**src/rtl/burst_sequencer.sv**
```systemverilog
// ============================================================================
// Module   : burst_sequencer
// Purpose  : Sequences a fixed number of pulse bursts with idle gaps, burst
//            completion handshake, timeout detection and abort.
// Revision : 1.0 - initial release
// ============================================================================
`default_nettype none

module burst_sequencer #(
   parameter int unsigned BURSTS  = 8,
   parameter int unsigned GAP     = 16,
   parameter int unsigned TIMEOUT = 255
) (
   input  logic       clk,
   input  logic       rst_n,
   input  logic       start,
   input  logic       abort,
   input  logic       done_in,
   output logic       run,
   output logic       busy,
   output logic [7:0] burst_cnt,
   output logic       fin,
   output logic       err
);

   localparam logic [2:0] c_idle  = 3'd0;
   localparam logic [2:0] c_arm   = 3'd1;
   localparam logic [2:0] c_fire  = 3'd2;
   localparam logic [2:0] c_gap   = 3'd3;
   localparam logic [2:0] c_error = 3'd4;

   localparam logic [7:0] c_bursts     = 8'(BURSTS);
   localparam logic [7:0] c_gap_len    = 8'(GAP);
   localparam logic [7:0] c_timeout_m1 = 8'(TIMEOUT - 1);

   logic [2:0] state_q, state_d;
   logic [7:0] timer_q, timer_d;
   logic [7:0] gap_q, gap_d;
   logic [7:0] cnt_q, cnt_d;
   logic       err_q, err_d;
   logic       fin_q, fin_d;
   logic       run_q, run_d;
   logic       busy_q, busy_d;
   logic       w_done;
   logic [7:0] w_cnt_inc;

   // The gate may still show the previous burst's flag on the first FIRE cycle
   assign w_done    = done_in && (timer_q != 8'd0);
   assign w_cnt_inc = cnt_q + 8'd1;

   always_ff @(posedge clk or negedge rst_n) begin
      if (!rst_n) begin
         state_q <= c_idle;
         timer_q <= 8'd0;
         gap_q   <= 8'd0;
         cnt_q   <= 8'd0;
         err_q   <= 1'b0;
         fin_q   <= 1'b0;
         run_q   <= 1'b0;
         busy_q  <= 1'b0;
      end else begin
         state_q <= state_d;
         timer_q <= timer_d;
         gap_q   <= gap_d;
         cnt_q   <= cnt_d;
         err_q   <= err_d;
         fin_q   <= fin_d;
         run_q   <= run_d;
         busy_q  <= busy_d;
      end
   end

   always_comb begin
      state_d = state_q;
      timer_d = timer_q;
      gap_d   = gap_q;
      cnt_d   = cnt_q;
      err_d   = err_q;
      fin_d   = 1'b0;
      case (state_q)
         c_idle: begin
            if (start && !abort) begin
               state_d = c_arm;
               cnt_d   = 8'd0;
               err_d   = 1'b0;
            end
         end
         c_arm: begin
            if (abort) begin
               state_d = c_idle;
            end else begin
               state_d = c_fire;
               timer_d = 8'd0;
            end
         end
         c_fire: begin
            // Completion beats timeout when both land on the last FIRE cycle
            if (abort) begin
               state_d = c_idle;
            end else if (w_done) begin
               cnt_d = w_cnt_inc;
               if (w_cnt_inc == c_bursts) begin
                  state_d = c_idle;
                  fin_d   = 1'b1;
               end else if (c_gap_len == 8'd0) begin
                  state_d = c_arm;
               end else begin
                  state_d = c_gap;
                  gap_d   = c_gap_len;
               end
            end else if (timer_q == c_timeout_m1) begin
               state_d = c_error;
               err_d   = 1'b1;
            end else begin
               timer_d = timer_q + 8'd1;
            end
         end
         c_gap: begin
            if (abort) begin
               state_d = c_idle;
            end else begin
               gap_d = gap_q - 8'd1;
               if (gap_q <= 8'd1) begin
                  state_d = c_arm;
               end
            end
         end
         c_error: begin
            if (abort) begin
               state_d = c_idle;
            end else if (start) begin
               state_d = c_arm;
               cnt_d   = 8'd0;
               err_d   = 1'b0;
            end
         end
         default: begin
            state_d = c_idle;
         end
      endcase
   end

   always_comb begin
      run_d  = (state_d == c_fire);
      busy_d = (state_d == c_arm) || (state_d == c_fire) || (state_d == c_gap);
   end

   assign run       = run_q;
   assign busy      = busy_q;
   assign burst_cnt = cnt_q;
   assign fin       = fin_q;
   assign err       = err_q;

endmodule

`default_nettype wire
```
**config.mk**
```make
export PLATFORM = sky130hd
export DESIGN_NAME = burst_sequencer
export DESIGN_NICKNAME = d
export VERILOG_FILES = /design/src/rtl/burst_sequencer.sv
export SDC_FILE = /design/constraint.sdc
export NUM_CORES = 1
export LEC_CHECK = 0
export ABC_AREA = 1
export BUFFER_PORTS_ARGS = -buffer_cell sky130_fd_sc_hd__buf_2
export CORE_ASPECT_RATIO = 1.25
export CORE_MARGIN = 4
export CORE_UTILIZATION = 56
export CTS_CLUSTER_SIZE = 25
export DETAILED_ROUTE_END_ITERATION = 16
export PLACE_DENSITY = 0.83
export SKIP_LAST_GASP = 1
export SLEW_MARGIN = 20
export SYNTH_ARGS = -nofsm -noshare
export SYNTH_HDL_FRONTEND = slang
export SYNTH_SLANG_ARGS = --single-unit
```
**constraint.sdc**
```tcl
create_clock -name clk -period 2 [get_ports clk]
set_clock_uncertainty 0.05 [all_clocks]
set_input_delay 0.5 -clock clk [delete_from_list [all_inputs] [get_ports clk]]
set_output_delay 0.5 -clock clk [all_outputs]
set_load 0.005 [all_outputs]
```
# ---- After elaboration in Yosys (flattened, before gate mapping)
# Cells that the tools add are included.
dict set report word_totals {
  latch_bits 0
  ram_bits 0
  input_bits 5
  reg_bits 31
  mem_bits_ro 0
  mem_count 0
}
dict set report classes {
  n_reduce_logical 14
  eq_ne 20
  bitwise 0
  multipliers 0
  mux 38
  n_shift 0
  div 0
  addsub 3
  n_lt_le_gt_ge 1
}
# operator count
set ops {}
lappend ops {{$mux 8} 13}
lappend ops {{$pmux 8 s2} 2}
lappend ops {{$mux 3} 8}
lappend ops {{$pmux 8 s3} 1}
lappend ops {{$ne 2x2->1 const B} 11}
lappend ops {{$add 8x1->8 const B} 2}
lappend ops {{$pmux 3 s5} 1}
lappend ops {{$eq 3x2->1 const B} 4}
lappend ops {{$mux 1} 10}
lappend ops {{$reduce_and 5->1} 2}
lappend ops {{$eq 8x4->1 const B} 1}
lappend ops {{$eq 8x8->1 const B} 1}
lappend ops {{$le 8x1->1 const B} 1}
lappend ops {{$reduce_bool 8->1} 1}
lappend ops {{$sub 8x1->8 const B} 1}
lappend ops {{$reduce_and 7->1} 1}
lappend ops {{$eq 3x1->1 const B} 2}
lappend ops {{$reduce_and 6->1} 1}
lappend ops {{$mux 2} 2}
lappend ops {{$reduce_bool 2->1} 2}
lappend ops {{$eq 3x3->1 const B} 1}
lappend ops {{$logic_not 3->1} 1}
lappend ops {{$pmux 1 s3} 1}
lappend ops {{$reduce_bool 3->1} 1}
lappend ops {{other kinds (3)} 5}

# ---- Logic depth before layout (Yosys ltp)
dict set report logic_depth {
  word_depth 9
  ltp_mapped 12
  mapped_depth_nobuf 12
}

# ---- Worst setup path after synthesis
# Ideal clock, no wire load.
dict set report synth_path {
  path_type {register -> register}
  startpoint {reg cnt_q[0] (netlist: burst_cnt[0])}
  endpoint {reg busy_q (netlist: busy)}
  path_buffers 0
  t_arrival_ps 1426
  setup_slack_ps 406
  period_less_slack_ps 1594
  stages_incl_launch_ff 13
  path_cell_list {dfrtp_1 ha_1 nand2_1 nor2_1 nand2_1 nand2_1 nand2_2 nor2_4 nand2_1 nand2_1 nand2_1 nand2_1 nand2_1}
}
dict set report synth_via {
  elab_chain_cells 9
  word_cells_on_any_way 11
  classes_between {add/sub (1); eq/ne (4); mux (4); reduce/logical (2)}
}
# element line
set synth_lines {}
lappend synth_lines {{start: declaration} 39} ;# logic [7:0] cnt_q, cnt_d;
lappend synth_lines {{start signal: assignment} 65} ;# cnt_q <= cnt_d;
lappend synth_lines {{$add 8x1->8 *} 49} ;# assign w_cnt_inc = cnt_q + 8'd1;
lappend synth_lines {{$eq 8x4->1 *} 102} ;# if (w_cnt_inc == c_bursts) begin
lappend synth_lines {{$mux 2 *} 102}
lappend synth_lines {{$mux 3 *} 100} ;# end else if (w_done) begin
lappend synth_lines {{$mux 3 *} 98} ;# if (abort) begin
lappend synth_lines {{$pmux 3 s5 *} 80} ;# case (state_q)
lappend synth_lines {{$eq 3x1->1 or $eq 3x2->1 (tied branches)} 145} ;# busy_d = (state_d == c_arm) || (state_d == c_fire) || (state_d == c_gap);
lappend synth_lines {{$logic_or 1x1->1} 145}
lappend synth_lines {{$logic_or 1x1->1 *} 145}
lappend synth_lines {{net busy_d} 43} ;# logic busy_q, busy_d;
lappend synth_lines {{end signal: assignment} 69} ;# busy_q <= busy_d;
lappend synth_lines {{end: declaration} 43}
# Mark *: on every way through the listed nets, which the timed path passes. The rest lies on a longest branch.
# A chain may end at the register's enable or synchronous reset.

# ---- Final worst setup path
dict set report layout_path {
  startpoint {reg timer_q[0]}
  endpoint {reg timer_q[0]}
}
dict set report layout_via {
  elab_chain_cells 5
  word_cells_on_any_way 11
  classes_between {add/sub (1); eq/ne (3); mux (4); reduce/logical (3)}
}
# element line
set layout_lines {}
lappend layout_lines {{start: declaration} 37} ;# logic [7:0] timer_q, timer_d;
lappend layout_lines {{start signal: assignment} 63} ;# timer_q <= timer_d;
lappend layout_lines {{$add 8x1->8} 115} ;# timer_d = timer_q + 8'd1;
lappend layout_lines {{$mux 8} 111} ;# end else if (timer_q == c_timeout_m1) begin
lappend layout_lines {{$mux 8} 100}
lappend layout_lines {{$mux 8} 98}
lappend layout_lines {{$pmux 8 s2} 80}
# Parallel ways exist; a longest one is shown, timed or not. The select of a mux whose other input is x is not followed.

==> flow_summary.json <==
{
  "post-place-ws_ps": 172,
  "cts_num_sinks": 31,
  "n_antenna_cell": 0,
  "setup_ws_ps": 253,
  "maxCapViolations": 0,
  "top_layer": "met4",
  "grt_pass1_vias": 1559,
  "synth-seq-cells": 31,
  "finalInstanceArea_sq_mm": 0.00218,
  "num_vias": 1677,
  "die-height_microns": 74.5,
  "clockRootBuffer": "clkbuf_8",
  "io_pins": 17,
  "worstSetupStartpointType": "flip-flop",
  "timing.final.crit_period_ps": 1750,
  "floorplan.die_area_sq_mm": 0.00456,
  "synth-main-ff-cell": "dfrtp_1",
  "row_count": 23,
  "tritoncts": "yes",
  "setup_viol_count_final": 0,
  "synth.yosys.seq_area_share": 0.392,
  "clock_insertion_delay_worst_skew_ps": 290,
  "setup_repair_after_global_routing_missed_its_margin": "false",
  "hp-class": "in2async",
  "pin_count_of_the_biggest_net_entering_global_routing": 32,
  "grt_antenna_before_repair": 0,
  "core_area_sq_mm": 0.00331,
  "yosys.cell_types.count": 29,
  "critical_path.cell_chain": "inv_1 > ha_1 > inv_1 > nor2_1 > nand2_1 > nor2_2 > inv_2 > nand3_2 > inv_2 > nand3_1 > o21ai_0",
  "ir_drop_v": 0.000560,
  "gpl_wtd_cong": 0.821,
  "globalRouteOverflowTotal": 0,
  "cts-root-to-sink-buffers": 2,
  "tightest_slew_ps": 673,
  "floorplan.initialDensity": 0.598,
  "synthDominantCellAreaShare": 0.392,
  "cell_types_with_the_largest_area_share_after_synthesis": "dfrtp_1 39%, nand2_1 15%, inv_1 5.1%, nand3_1 5.1%, ha_1 4.4%",
  "met2WireLength_microns": 1850,
  "power_leakage_uw": 0.00111,
  "drc_errors": 0,
  "max_freq_ghz": 0.572,
  "synth-edff-count": 0,
  "worst_ep_arrival_ps": 1860,
  "synth_top_cell_by_area": "dfrtp_1",
  "crit_buf_inv": 4,
  "synthesis.nets": 269,
  "cts-buffers-inserted": 5,
  "worst_slew_margin_rel": 0.552,
  "met3_length_microns": 119,
  "setup-tns-final_ps": 0,
  "setup.worst_path.class": "reg2reg",
  "num-fill-cells": 273,
  "finalNetCount": 289,
  "post_dp_cell_area_sq_mm": 0.00208,
  "worst_setup_hold_path_clk_slew_ps": 70,
  "routedWlPerCell_microns": 11.9,
  "routed_wl_microns": 3740,
  "h-tree-depth": 2,
  "post_synth_inst_count": 257,
  "worst-endpoint-required_ps": 2110,
  "utilization": 0.659,
  "crit_path_max_incr_delay_ps": 380,
  "maxSlewViolCount": 0,
  "route.antenna.remaining_nets": 0,
  "slowest_stage_cell_cp": "dfrtp_1",
  "critical_path.top_delay_family": "simple AND/OR/NAND/NOR gates",
  "asyncSetResetFlopFracSynth": 1.00,
  "die_w_microns": 61.2,
  "place.port_buffers": 16,
  "status": "finished, final reports clean",
  "post_synth_instance_area_sq_mm": 0.00198,
  "maximum_fanout_encountered_on_the_critical_timing_path": 12,
  "vias_per_cell": 5.32,
  "met1Wirelength_microns": 1680,
  "synth_area_per_cell_sq_um": 7.71,
  "p_per_area_mw_per_mm2": 738,
  "fraction_of_final_layout_cells_sized_beyond_drive_strength_1": 0.191,
  "detailedRoute.firstIterationViolations": 83,
  "ys_warn_count": 0,
  "area_growth_syn_to_layout_pct": 10.2,
  "globalRouteTotalUtil": 0.202,
  "first_pass_iters": 4,
  "min_period_over_period": 0.873,
  "holdWs_ps": 188,
  "dp_hpwl_microns": 2730,
  "grt_first_pass_wirelength_microns": 6750,
  "finalHoldViolCount": 0,
  "crit_path_end_kind": "flip-flop"
}
synth_stat cells, types with 4 or more instances:
master	n
xnor2_1	5
or2_2	5
nand2_2	4
nand4_1	8
o21ai_0	5
ha_1	7
inv_1	27
xor2_1	5
a21oi_1	5
dfrtp_1	31
nand3b_1	4
nor2_1	20
nand2_1	81
inv_2	4
o31ai_1	4
nand3_1	20
power breakdown:
group          leakage (uW)  switching [uW]  internal (uW)
clock             0.0000515             231            314
combinational      0.000637             210            140
sequential         0.000422            44.7            670
total               0.00111             486           1120
cells in the final DEF (no fill, tap or decap):
cell type,count
a21oi_2,1
nand2_1,81
nand4_1,8
inv_2,4
a21oi_1,5
a21oi_4,1
or2_2,5
nor2_4,3
clkbuf_1,1
a32oi_1,1
nor3_1,2
nand3b_1,4
o2111ai_2,1
nand3_4,2
clkbuf_8,7
o21ai_0,5
nand2_2,4
o21ai_1,2
o31ai_1,4
ha_2,1
dfrtp_1,29
nor2_2,3
dfrtp_2,2
nand2_4,1
ha_1,6
xnor2_1,5
inv_1,27
buf_2,16
xor2_1,5
nand3_1,20
nand3_2,2
nor2_1,20
path summary, 6_finish.rpt:
kind | start | cells past startpoint | slack (ps) | end
min | rst_n | 1 | 190 | burst_cnt[2]
min in group clk | err | 2 | 430 | err
max reg2reg | timer_q[0] | 11 | 250 | timer_q[0]
max in group asynchronous | rst_n | 1 | 1220 | burst_cnt[1]
max | timer_q[0] | 11 | 250 | timer_q[0]
min reg2reg | err | 2 | 430 | err
cells by family (layout without fill, tap and decap cells):
group,Yosys count,count (layout),share of synthesized area
AND/OR/NAND/NOR,155,155,0.376
buffers and inverters,34,55,0.0739
flip-flops,31,31,0.392
AO/OA/AOI/OAI,20,20,0.0701
XOR/XNOR,10,10,0.0442
adder cells (fa/ha/maj),7,7,0.0442
per-layer routing:
layer | global-route usage | vias to the layer above
met5 | 0 | -
met4 | 0.101 | 0
met3 | 0.0521 | 10
met2 | 0.327 | 21
met1 | 0.245 | 785
li1 | - | 861
stage by stage:
step | power (uW) | std cells
floorplan | 994 | 257
global placement | 1070 | 307
detailed placement | 1080 | 307
CTS | 1630 | 315
global route | 1720 | 315
finish | 1610 | 315
cell type report:
cell class | count | area (sq um) | area share
repair buffers | 16 | 80.1 | 0.0367
flip-flops and latches | 31 | 778 | 0.357
inverters | 31 | 116 | 0.0533
well taps | 37 | 46.3 | 0.0212
multi-input cells | 192 | 1060 | 0.486
clock buffers | 8 | 100 | 0.0459
registers in the layout (all words and copies together) (netlist names):
name	count
burst_cnt	8
gap_q	8
busy	1
timer_q	8
run	1
fin	1
state_q	3
err	1
what timing repair did:
action | in CTS | in global routing
gates resized for setup | 0 | 3
hold buffers | 0 | 0
setup buffers | 0 | 0
setup endpoints to repair | 0 | 6
Power figures use the tool's default switching activity.
